--- config.mk ---
export PLATFORM = sky130hd
export DESIGN_NAME = tmds_encoder_flat
export DESIGN_NICKNAME = d
export VERILOG_FILES = /design/src/rtl/dvi_pkg.sv /design/src/rtl/tmds_encoder_if.sv /design/src/rtl/tmds_encoder_qm.sv /design/src/rtl/tmds_encoder.sv /design/src/flat_wrapper.sv
export SDC_FILE = /design/constraint.sdc
export NUM_CORES = 1
export LEC_CHECK = 0
export ABC_CLOCK_PERIOD_IN_PS = 7000
export BUFFER_PORTS_ARGS = -buffer_cell sky130_fd_sc_hd__buf_2
export CAP_MARGIN = 20
export CORE_MARGIN = 3
export CORE_UTILIZATION = 35
export DETAILED_ROUTE_END_ITERATION = 8
export SYNTH_ARGS = -nofsm -noshare
export SYNTH_HDL_FRONTEND = slang
export SYNTH_SLANG_ARGS = --single-unit
--- constraint.sdc ---
create_clock -name clk_i -period 7 [get_ports clk_i]
set_clock_uncertainty 0.15 [all_clocks]
set_input_delay 1.4 -clock clk_i [delete_from_list [all_inputs] [get_ports clk_i]]
set_output_delay 1.4 -clock clk_i [all_outputs]
set_load 0.01 [all_outputs]
--- src/rtl/dvi_pkg.sv ---
// Shared DVI link definitions: symbol width, control tokens and small helpers
// used by the per-channel TMDS encoder and the downstream serializer.
package dvi_pkg;

  localparam int TMDS_W    = 10;
  localparam int SER_RATIO = TMDS_W;

  localparam logic [TMDS_W-1:0] TOKEN_CTRL00 = 10'b1101010100;
  localparam logic [TMDS_W-1:0] TOKEN_CTRL01 = 10'b0010101011;
  localparam logic [TMDS_W-1:0] TOKEN_CTRL10 = 10'b0101010100;
  localparam logic [TMDS_W-1:0] TOKEN_CTRL11 = 10'b1010101011;

  // Which of the three DC-balance rules applies to a video symbol.
  typedef enum logic [1:0] {
    DC_NEUTRAL = 2'd0,
    DC_INVERT  = 2'd1,
    DC_KEEP    = 2'd2
  } dc_case_e;

  typedef struct packed {
    logic [8:0] qm;
    logic [3:0] n1;
    logic [3:0] n0;
    logic       de;
    logic [1:0] ctrl;
  } qm_stage_t;

  function automatic logic [3:0] popcount8(input logic [7:0] v);
    logic [3:0] c;
    c = '0;
    for (int i = 0; i < 8; i++) begin
      c = c + {3'b000, v[i]};
    end
    return c;
  endfunction

  function automatic logic [TMDS_W-1:0] ctrl_token(input logic [1:0] c);
    logic [TMDS_W-1:0] t;
    unique case (c)
      2'b00:   t = TOKEN_CTRL00;
      2'b01:   t = TOKEN_CTRL01;
      2'b10:   t = TOKEN_CTRL10;
      default: t = TOKEN_CTRL11;
    endcase
    return t;
  endfunction

endpackage

--- src/rtl/tmds_encoder_if.sv ---
// Pixel-side bus of one TMDS channel: pixel/control in, 10-bit symbol out.
interface tmds_encoder_if;
  import dvi_pkg::*;

  logic [7:0]        data_i;
  logic [1:0]        ctrl_i;
  logic              de_i;
  logic [TMDS_W-1:0] tmds_o;

  modport master (output data_i, output ctrl_i, output de_i, input tmds_o);
  modport slave  (input data_i, input ctrl_i, input de_i, output tmds_o);

endinterface

--- src/rtl/tmds_encoder_qm.sv ---
// First encoder stage: transition-minimised q_m word plus its ones/zeros
// counts, registered together with de/ctrl so stage 2 sees one coherent record.
module tmds_qm_stage
  import dvi_pkg::*;
(
  input  logic       clk_i,
  input  logic       rst_i,
  input  logic [7:0] data_i,
  input  logic [1:0] ctrl_i,
  input  logic       de_i,
  output logic [8:0] qm_o,
  output logic [3:0] n1_o,
  output logic [3:0] n0_o,
  output logic       de_o,
  output logic [1:0] ctrl_o
);

  // XNOR chain is chosen for bytes heavy in ones; bit 8 records which chain ran.
  function automatic logic [8:0] qm_encode(input logic [7:0] d);
    logic [8:0] q;
    logic [3:0] n1d;
    logic       use_xnor;
    n1d      = popcount8(d);
    use_xnor = (n1d > 4'd4) || ((n1d == 4'd4) && !d[0]);
    q        = '0;
    q[0]     = d[0];
    for (int i = 1; i < 8; i++) begin
      q[i] = use_xnor ? ~(q[i-1] ^ d[i]) : (q[i-1] ^ d[i]);
    end
    q[8] = ~use_xnor;
    return q;
  endfunction

  qm_stage_t p1_d, p1_q;

  always_comb begin
    p1_d      = '0;
    p1_d.qm   = qm_encode(data_i);
    p1_d.n1   = popcount8(p1_d.qm[7:0]);
    p1_d.n0   = 4'd8 - p1_d.n1;
    p1_d.de   = de_i;
    p1_d.ctrl = ctrl_i;
  end

  // ---- stage p1 register ----
  always_ff @(posedge clk_i) begin
    if (rst_i) begin
      p1_q <= '0;
    end else begin
      p1_q <= p1_d;
    end
  end

  assign qm_o   = p1_q.qm;
  assign n1_o   = p1_q.n1;
  assign n0_o   = p1_q.n0;
  assign de_o   = p1_q.de;
  assign ctrl_o = p1_q.ctrl;

endmodule

--- src/rtl/tmds_encoder.sv ---
// Per-channel DVI TMDS encoder: q_m stage followed by the running-disparity
// stage that picks inversion and emits control tokens during blanking.
module tmds_encoder
  import dvi_pkg::*;
#(
  parameter int CNT_W = 5
) (
  input  logic           clk_i,
  input  logic           rst_i,
  tmds_encoder_if.slave  bus
);

  localparam logic signed [CNT_W-1:0] CNT_ZERO = '0;

  logic [8:0] qm_p1;
  logic [3:0] n1_p1;
  logic [3:0] n0_p1;
  logic       de_p1;
  logic [1:0] ctrl_p1;

  tmds_qm_stage u_qm (
    .clk_i  (clk_i),
    .rst_i  (rst_i),
    .data_i (bus.data_i),
    .ctrl_i (bus.ctrl_i),
    .de_i   (bus.de_i),
    .qm_o   (qm_p1),
    .n1_o   (n1_p1),
    .n0_o   (n0_p1),
    .de_o   (de_p1),
    .ctrl_o (ctrl_p1)
  );

  // Counts are 0..8, so zero-extension keeps them positive in the signed domain.
  function automatic logic signed [CNT_W-1:0] cnt_ext(input logic [3:0] v);
    return $signed({{(CNT_W-4){1'b0}}, v});
  endfunction

  function automatic logic signed [CNT_W-1:0] twice_bit(input logic b);
    return b ? $signed(CNT_W'(2)) : CNT_ZERO;
  endfunction

  logic signed [CNT_W-1:0] diff10;
  logic signed [CNT_W-1:0] diff01;
  logic                    qm8;
  dc_case_e                dc_case;

  logic [TMDS_W-1:0]       tmds_p2_d, tmds_p2_q;
  logic signed [CNT_W-1:0] cnt_p2_d,  cnt_p2_q;

  assign qm8    = qm_p1[8];
  assign diff10 = cnt_ext(n1_p1) - cnt_ext(n0_p1);
  assign diff01 = cnt_ext(n0_p1) - cnt_ext(n1_p1);

  always_comb begin
    dc_case = DC_KEEP;
    if ((cnt_p2_q == CNT_ZERO) || (n1_p1 == n0_p1)) begin
      dc_case = DC_NEUTRAL;
    end else if (((cnt_p2_q > CNT_ZERO) && (n1_p1 > n0_p1)) ||
                 ((cnt_p2_q < CNT_ZERO) && (n0_p1 > n1_p1))) begin
      dc_case = DC_INVERT;
    end
  end

  always_comb begin
    tmds_p2_d = tmds_p2_q;
    cnt_p2_d  = cnt_p2_q;
    if (!de_p1) begin
      // Blanking resets disparity so each active line starts balanced.
      tmds_p2_d = ctrl_token(ctrl_p1);
      cnt_p2_d  = CNT_ZERO;
    end else begin
      unique case (dc_case)
        DC_NEUTRAL: begin
          tmds_p2_d = {~qm8, qm8, (qm8 ? qm_p1[7:0] : ~qm_p1[7:0])};
          cnt_p2_d  = cnt_p2_q + (qm8 ? diff10 : diff01);
        end
        DC_INVERT: begin
          tmds_p2_d = {1'b1, qm8, ~qm_p1[7:0]};
          cnt_p2_d  = cnt_p2_q + twice_bit(qm8) + diff01;
        end
        default: begin
          tmds_p2_d = {1'b0, qm8, qm_p1[7:0]};
          cnt_p2_d  = cnt_p2_q + diff10 - twice_bit(~qm8);
        end
      endcase
    end
  end

  // ---- stage p2 register ----
  always_ff @(posedge clk_i) begin
    if (rst_i) begin
      tmds_p2_q <= TOKEN_CTRL00;
      cnt_p2_q  <= CNT_ZERO;
    end else begin
      tmds_p2_q <= tmds_p2_d;
      cnt_p2_q  <= cnt_p2_d;
    end
  end

  assign bus.tmds_o = tmds_p2_q;

endmodule

--- src/flat_wrapper.sv ---
// flat-port wrapper written by rule: the top's interface ports become plain ports
module tmds_encoder_flat import dvi_pkg::*;
#(
  parameter int CNT_W = 5
)
  (clk_i, rst_i, bus_data_i, bus_ctrl_i, bus_de_i, bus_tmds_o);
  tmds_encoder_if bus_i ();
  input  logic clk_i;
  input  logic rst_i;
  input wire logic [$bits(bus_i.data_i)-1:0] bus_data_i;
  input wire logic [$bits(bus_i.ctrl_i)-1:0] bus_ctrl_i;
  input wire logic [$bits(bus_i.de_i)-1:0] bus_de_i;
  output wire logic [$bits(bus_i.tmds_o)-1:0] bus_tmds_o;
  assign bus_i.data_i = bus_data_i;
  assign bus_i.ctrl_i = bus_ctrl_i;
  assign bus_i.de_i = bus_de_i;
  assign bus_tmds_o = bus_i.tmds_o;
  tmds_encoder #(.CNT_W(CNT_W)) u_core (.clk_i(clk_i), .rst_i(rst_i), .bus(bus_i));
endmodule
==> results of run 1 <==
-- cell families after synthesis --
logic type / after synthesis / synth area share (%)
flops: 33 / 26.9
fa+ha+maj: 42 / 25.7
xor+xnor: 23 / 10.0
simple gates: 68 / 16.3
mux: 3 / 1.27
compound gates: 42 / 12.1
buf+inv: 49 / 7.65
-- synth_stat cells, drive strengths merged (7+ instances only) --
| library cell | instances | area, um2 |
|---|---|---|
| a21boi | 9 | 67.6 |
| a21oi | 13 | 76.3 |
| dfxtp | 33 | 661 |
| fa | 14 | 280 |
| ha | 28 | 350 |
| inv | 42 | 158 |
| nand2 | 8 | 30.0 |
| nor2 | 21 | 81.3 |
| nor2b | 7 | 51.3 |
| nor3 | 9 | 85.1 |
| o31ai | 8 | 60.1 |
| xnor2 | 15 | 139 |
-- registers in the layout, indices dropped and copies added (netlist names), named ones only --
signal,flops
u_core.u_qm.de_o,1
u_core.u_qm.n1_o,3
u_core.u_qm.ctrl_o,2
u_core.cnt_p2_q,4
u_core.u_qm.qm_o,9
u_core.u_qm.n0_o,3
u_core.bus.tmds_o,10
-- routing by layer --
metal / vias up / wire (um)
li1: 927 / -
met1: 812 / 2260
met2: 26 / 2100
met3: 4 / 168
met4: 0 / 59
met5: - / 0
-- worst register-to-register path, stage by stage (launching register included) --
cell and delay (ns):
dfxtp_1 0.34, inv_1 0.05, ha_1 0.22, fa_1 0.45
a21oi_1 0.17, xor2_1 0.24, ha_1 0.27, inv_1 0.06
ha_1 0.25, a21oi_1 0.21, xnor3_1 0.34, mux2i_1 0.17
a211oi_1 0.09
-- cell type report --
type	instances	area [um2]	area share [%]
Clock buffer	5	68.8	2.38
Clock inverter	3	17.5	0.605
Inverter	42	165	5.70
Multi-Input combinational cell	178	1650	57.0
Sequential cell	33	661	22.8
Tap cell	93	116	4.02
Timing Repair Buffer	34	216	7.47
-- placed cells by master, fill, tap and decap left out, types with 9 or more instances in the layout --
| cell | synthesis | layout |
|---|---|---|
| nor2_1 | 20 | 20 |
| a21boi_1 | 9 | 9 |
| a21oi_1 | 12 | 12 |
| xnor2_1 | 14 | 13 |
| buf_4 | 0 | 12 |
| buf_2 | 3 | 20 |
| dfxtp_1 | 33 | 33 |
| ha_1 | 28 | 26 |
| fa_1 | 14 | 13 |
| inv_1 | 42 | 38 |
-- worst paths after layout --
kind	endpoint	slack [ns]	cells past startpoint
max	u_core.u_qm.n0_o[1]	0.02	21
min	flop	0.29	2
max reg2reg	u_core.cnt_p2_q[4]	3.85	12
min reg2reg	flop	0.29	2
-- through the flow --
step	cell area (um2)	utilization, %	cells	hold WS [ns]
6_report	2900	44.1	388	0.292
5_1_grt	2900	44.1	388	0.323
4_1_cts	2870	43.7	386	0.294
3_5_place_dp	2750	41.9	376	0.284
3_3_place_gp	2750	41.9	376	0.278
2_1_floorplan	2500	-	260	0.266
-- repair_timing --
action                                  in CTS  in global routing
setup buffers                                2                  2
gates resized for setup                      5                  2
endpoints found under the setup margin       4                  4
pin swaps                                   10                  2
hold buffers                                 0                  0
==> impl_metrics.json, run 1 <==
{
  "drive_gt1_share_pct": 24.1,
  "maxCapViolCount": 0,
  "synth_fp_nets": 315,
  "cp.required_ns": 7.01,
  "fmax_mhz": 143,
  "core_area_um2": 6570,
  "firstDrtPassIters": 4,
  "ios": 23,
  "synth-seq-cells": 33,
  "worstPathArrival_ns": 6.98,
  "final.min_clock_period_ns": 6.98,
  "min_path_type": "reg -> reg",
  "max_stage_delay_ns": 0.55,
  "slew_headroom_pct": 43.6,
  "grt.total_usage_pct": 11.9,
  "worst_slack_ns": 0.0243,
  "cts.htree.levels": 2,
  "synth_cell_type_count": 42,
  "cts_buffer_depth": 2,
  "overflow": 0,
  "cts_tree": "done",
  "finalSetupTns_ns": 0,
  "place_congestion": 0.786,
  "grt.met2_usage_pct": 18.9,
  "status": "finished, final reports clean",
  "grt_max_degree": 24,
  "synth_warnings": 0,
  "dpl.hpwl_mm": 3.81,
  "end_kind": "flop",
  "rr_startpoint": "u_core.u_qm.n0_o[1]",
  "nets": 349,
  "syn_to_final_growth_pct": 18.1,
  "grt_pass1_vias": 1731,
  "worstSetupStartpointType": "primary input",
  "post-route-period-util_pct": 99.7,
  "clock-sinks": 33,
  "post_synth.cell_area_avg_um2": 9.44,
  "grt_use_met1_pct": 16.0,
  "cpMostUsedCell": "fa_1",
  "path_class": "in -> reg",
  "postRouteWirelength_mm": 4.59,
  "wire_per_inst_um": 11.8,
  "antenna_left": 0,
  "die_area_um2": 8050,
  "pre_cts_slack_ns": -0.388,
  "cts_root_buffer": "clkbuf_8",
  "ys.flop_type": "dfxtp_1",
  "final-hold-violation-count": 0,
  "grt_pass1_wl_mm": 7.95,
  "syn_area_um2": 2450,
  "rows": 29,
  "syn-instance-count": 260,
  "crit_buf_inv": 5,
  "busiest_layer": "met2",
  "via_per_inst": 4.56,
  "path_clk_slew_ns": 0.07,
  "critPathSlowestCell": "fa_2",
  "setup_viol": 0,
  "dr.first_iter.drc_count": 32,
  "slew_violations": 0,
  "num-fill-cells": 649,
  "crit_start": "bus_data_i[3]",
  "clk_latency_ns": 0.28,
  "worstPathCellList": "buf_8 -> inv_8 -> fa_1 -> fa_1 -> fa_1 -> inv_1 -> ha_2 -> fa_1 -> nor3b_2 -> o21ai_2 -> a21oi_4 -> xor2_2 -> fa_1 -> fa_1 -> inv_1 -> fa_1 -> ha_2 -> inv_2 -> fa_2 -> ha_1 -> nor2b_1",
  "diodes": 0,
  "cts_inserted_buffers": 5,
  "grtUsageMet3_pct": 2.09,
  "rsz0062_at_grt": "true",
  "die_w_um": 89.7,
  "ys_seq_area_share_pct": 26.9,
  "dieHeight_um": 89.7,
  "start_util_pct": 37.4,
  "antenna_found_initial": 0,
  "tightest_slew_ns": 0.846,
  "async_reset_ff_share_pct": 0,
  "io_buffers": 22,
  "crit_fanout": 3,
  "drc": 0,
  "vias": 1769,
  "synth_edf_count": 0,
  "cp_top_family": "adder cells"
}
Power of run 1 is not shown: default switching activity piles up to over one toggle a cycle in this logic, so the estimate is an artifact.
==> run 2: changes to the inputs <==
Settings changed: ABC_CLOCK_PERIOD_IN_PS 7000 to 6600, GPL_TIMING_DRIVEN set to 0.
Clock period 7 ns to 6.6 ns, I/O delays scaled along.
==> run 2 against run 1 <==
Effect of this change: the flow now finishes with violations (setup timing); non-clock buffer count is 6 higher; clock-buffer cell count stayed put; critical path type unchanged; worst setup slack worse by 0.39 ns; sequential cell count stayed put; largest cell class unchanged; first-iteration DRC count is 66% higher.
==> impl_metrics.json, run 2 (synthesis results as in run 1) <==
{
  "final.min_clock_period_ns": 6.96,
  "maxCapViolCount": 0,
  "crit_start": "bus_data_i[3]",
  "slew_headroom_pct": 67.3,
  "cts_inserted_buffers": 5,
  "core_area_um2": 6570,
  "cp.required_ns": 6.61,
  "num-fill-cells": 633,
  "violations": "setup timing",
  "final_cell_mix": "inv_1 (37), dfxtp_1 (33), ha_1 (26), buf_2 (22), nor2_1 (20)",
  "rows": 29,
  "largest_reg_flops": 10,
  "finalSetupTns_ns": -1.27,
  "path_class": "in -> reg",
  "vias": 1796,
  "hold_depth": 2,
  "grt_max_degree": 12,
  "drc": 0,
  "antenna_left": 0,
  "ctsHoldBuffers": 0,
  "reg2reg_slack_ns": 3.47,
  "ios": 23,
  "io_buffers": 22,
  "crit_fanout": 4,
  "via_per_inst": 4.56,
  "diodes": 0,
  "setup_viol": 5,
  "rr_startpoint": "u_core.u_qm.n1_o[1]",
  "clk_latency_ns": 0.28,
  "worstPathArrival_ns": 6.97,
  "nets": 355,
  "grt.total_usage_pct": 12.2,
  "dr.first_iter.drc_count": 53,
  "rr_endpoint": "u_core.cnt_p2_q[4]",
  "dpl.hpwl_mm": 3.69,
  "die_w_um": 89.7,
  "cts_buffer_depth": 2,
  "tightest_slew_ns": 0.490,
  "postRouteWirelength_mm": 4.61,
  "grt_pass1_vias": 1767,
  "rsz0062_at_grt": "true",
  "regArea_um2": 661,
  "slew_violations": 0,
  "cts_tree": "done",
  "cts.htree.levels": 2,
  "cts_root_buffer": "clkbuf_8",
  "min_path_type": "reg -> reg",
  "firstDrtPassIters": 4,
  "post-route-period-util_pct": 105,
  "ff2ff_path_depth": 13,
  "worstSetupStartpointType": "primary input",
  "antenna_found_initial": 0,
  "status": "finished, violations left",
  "final-hold-violation-count": 0,
  "multiInputGateArea_um2": 1670,
  "grt_pass1_wl_mm": 8.11,
  "end_kind": "flop",
  "path_clk_slew_ns": 0.07,
  "place_congestion": 0.788,
  "clock-sinks": 33,
  "final_common_cell": "inv_1",
  "overflow": 0,
  "dieHeight_um": 89.7,
  "syn_to_final_growth_pct": 19.8,
  "start_util_pct": 37.4,
  "die_area_um2": 8050,
  "wire_per_inst_um": 11.7,
  "fmax_mhz": 144,
  "worst_slack_ns": -0.363,
  "drive_gt1_share_pct": 24.6,
  "hold_slack_ns": 0.290
}
[run 2: cell types whose count changed in the layout (fill, tap and decap cells not counted), sizes merged]
cell    delta
buf        +2
clkbuf     +4
[run 2: metrics by stage]
step | util [%] | std cells | worst slack, ns | cell area (um2)
2_1_floorplan | - | 260 | -0.400 | 2500
3_3_place_gp | 41.6 | 375 | -0.868 | 2730
3_5_place_dp | 41.6 | 375 | -0.871 | 2730
4_1_cts | 44.1 | 390 | -0.425 | 2890
5_1_grt | 44.8 | 394 | -0.666 | 2940
6_report | 44.8 | 394 | -0.363 | 2940
[run 2: critical path, cell delays in order]
cell and delay [ns]:
buf_8 0.09, inv_8 0.03, fa_1 0.54, fa_1 0.43
fa_1 0.51, inv_2 0.05, ha_4 0.15, fa_1 0.48
nor3b_4 0.25, o21ai_2 0.09, a21oi_4 0.23, xor2_2 0.22
fa_1 0.44, fa_1 0.49, inv_1 0.05, fa_1 0.48
ha_2 0.18, inv_2 0.04, fa_2 0.55, ha_1 0.23
nor2b_1 0.12
[run 2: layer usage]
layer / wire, um / part of all wire (%) / vias up / global-route usage (%)
met5: 0 / 0 / - / 0
met4: 76 / 1.6 / 0 / 4.98
met3: 132 / 2.9 / 6 / 2.17
met2: 2170 / 47 / 25 / 19.9
met1: 2230 / 48 / 838 / 15.9
li1: - / - / 927 / -
[run 2: worst max-delay path by stage]
stage / endpoint / slack, ns / cells after the start
after floorplan: u_core.u_qm.n0_o[1] / -0.40 / 20
after global routing: u_core.u_qm.n0_o[3] / -0.67 / 23
after detailed placement: u_core.u_qm.n0_o[1] / -0.87 / 21
final: u_core.u_qm.n0_o[1] / -0.36 / 21
after CTS: u_core.u_qm.n0_o[1] / -0.43 / 21
after global placement: u_core.u_qm.n0_o[1] / -0.87 / 21
[run 2: cell type report]
type,instances,share of cell area [%]
plain buffers,7,1.02
repair buffers,33,7.19
clock inverters,3,0.596
clock buffers,5,2.34
multi-input cells,178,56.7
flip-flops and latches,33,22.5
well taps,93,3.96
inverters,42,5.70
[run 2: what timing repair did]
| action | CTS | global route |
|---|---|---|
| resized for setup | 8 | 3 |
| setup endpoints to repair | 5 | 6 |
| buffers inserted | 7 | 4 |
| pin swaps | 10 | 4 |
Power of run 2 is left out for the same reason.
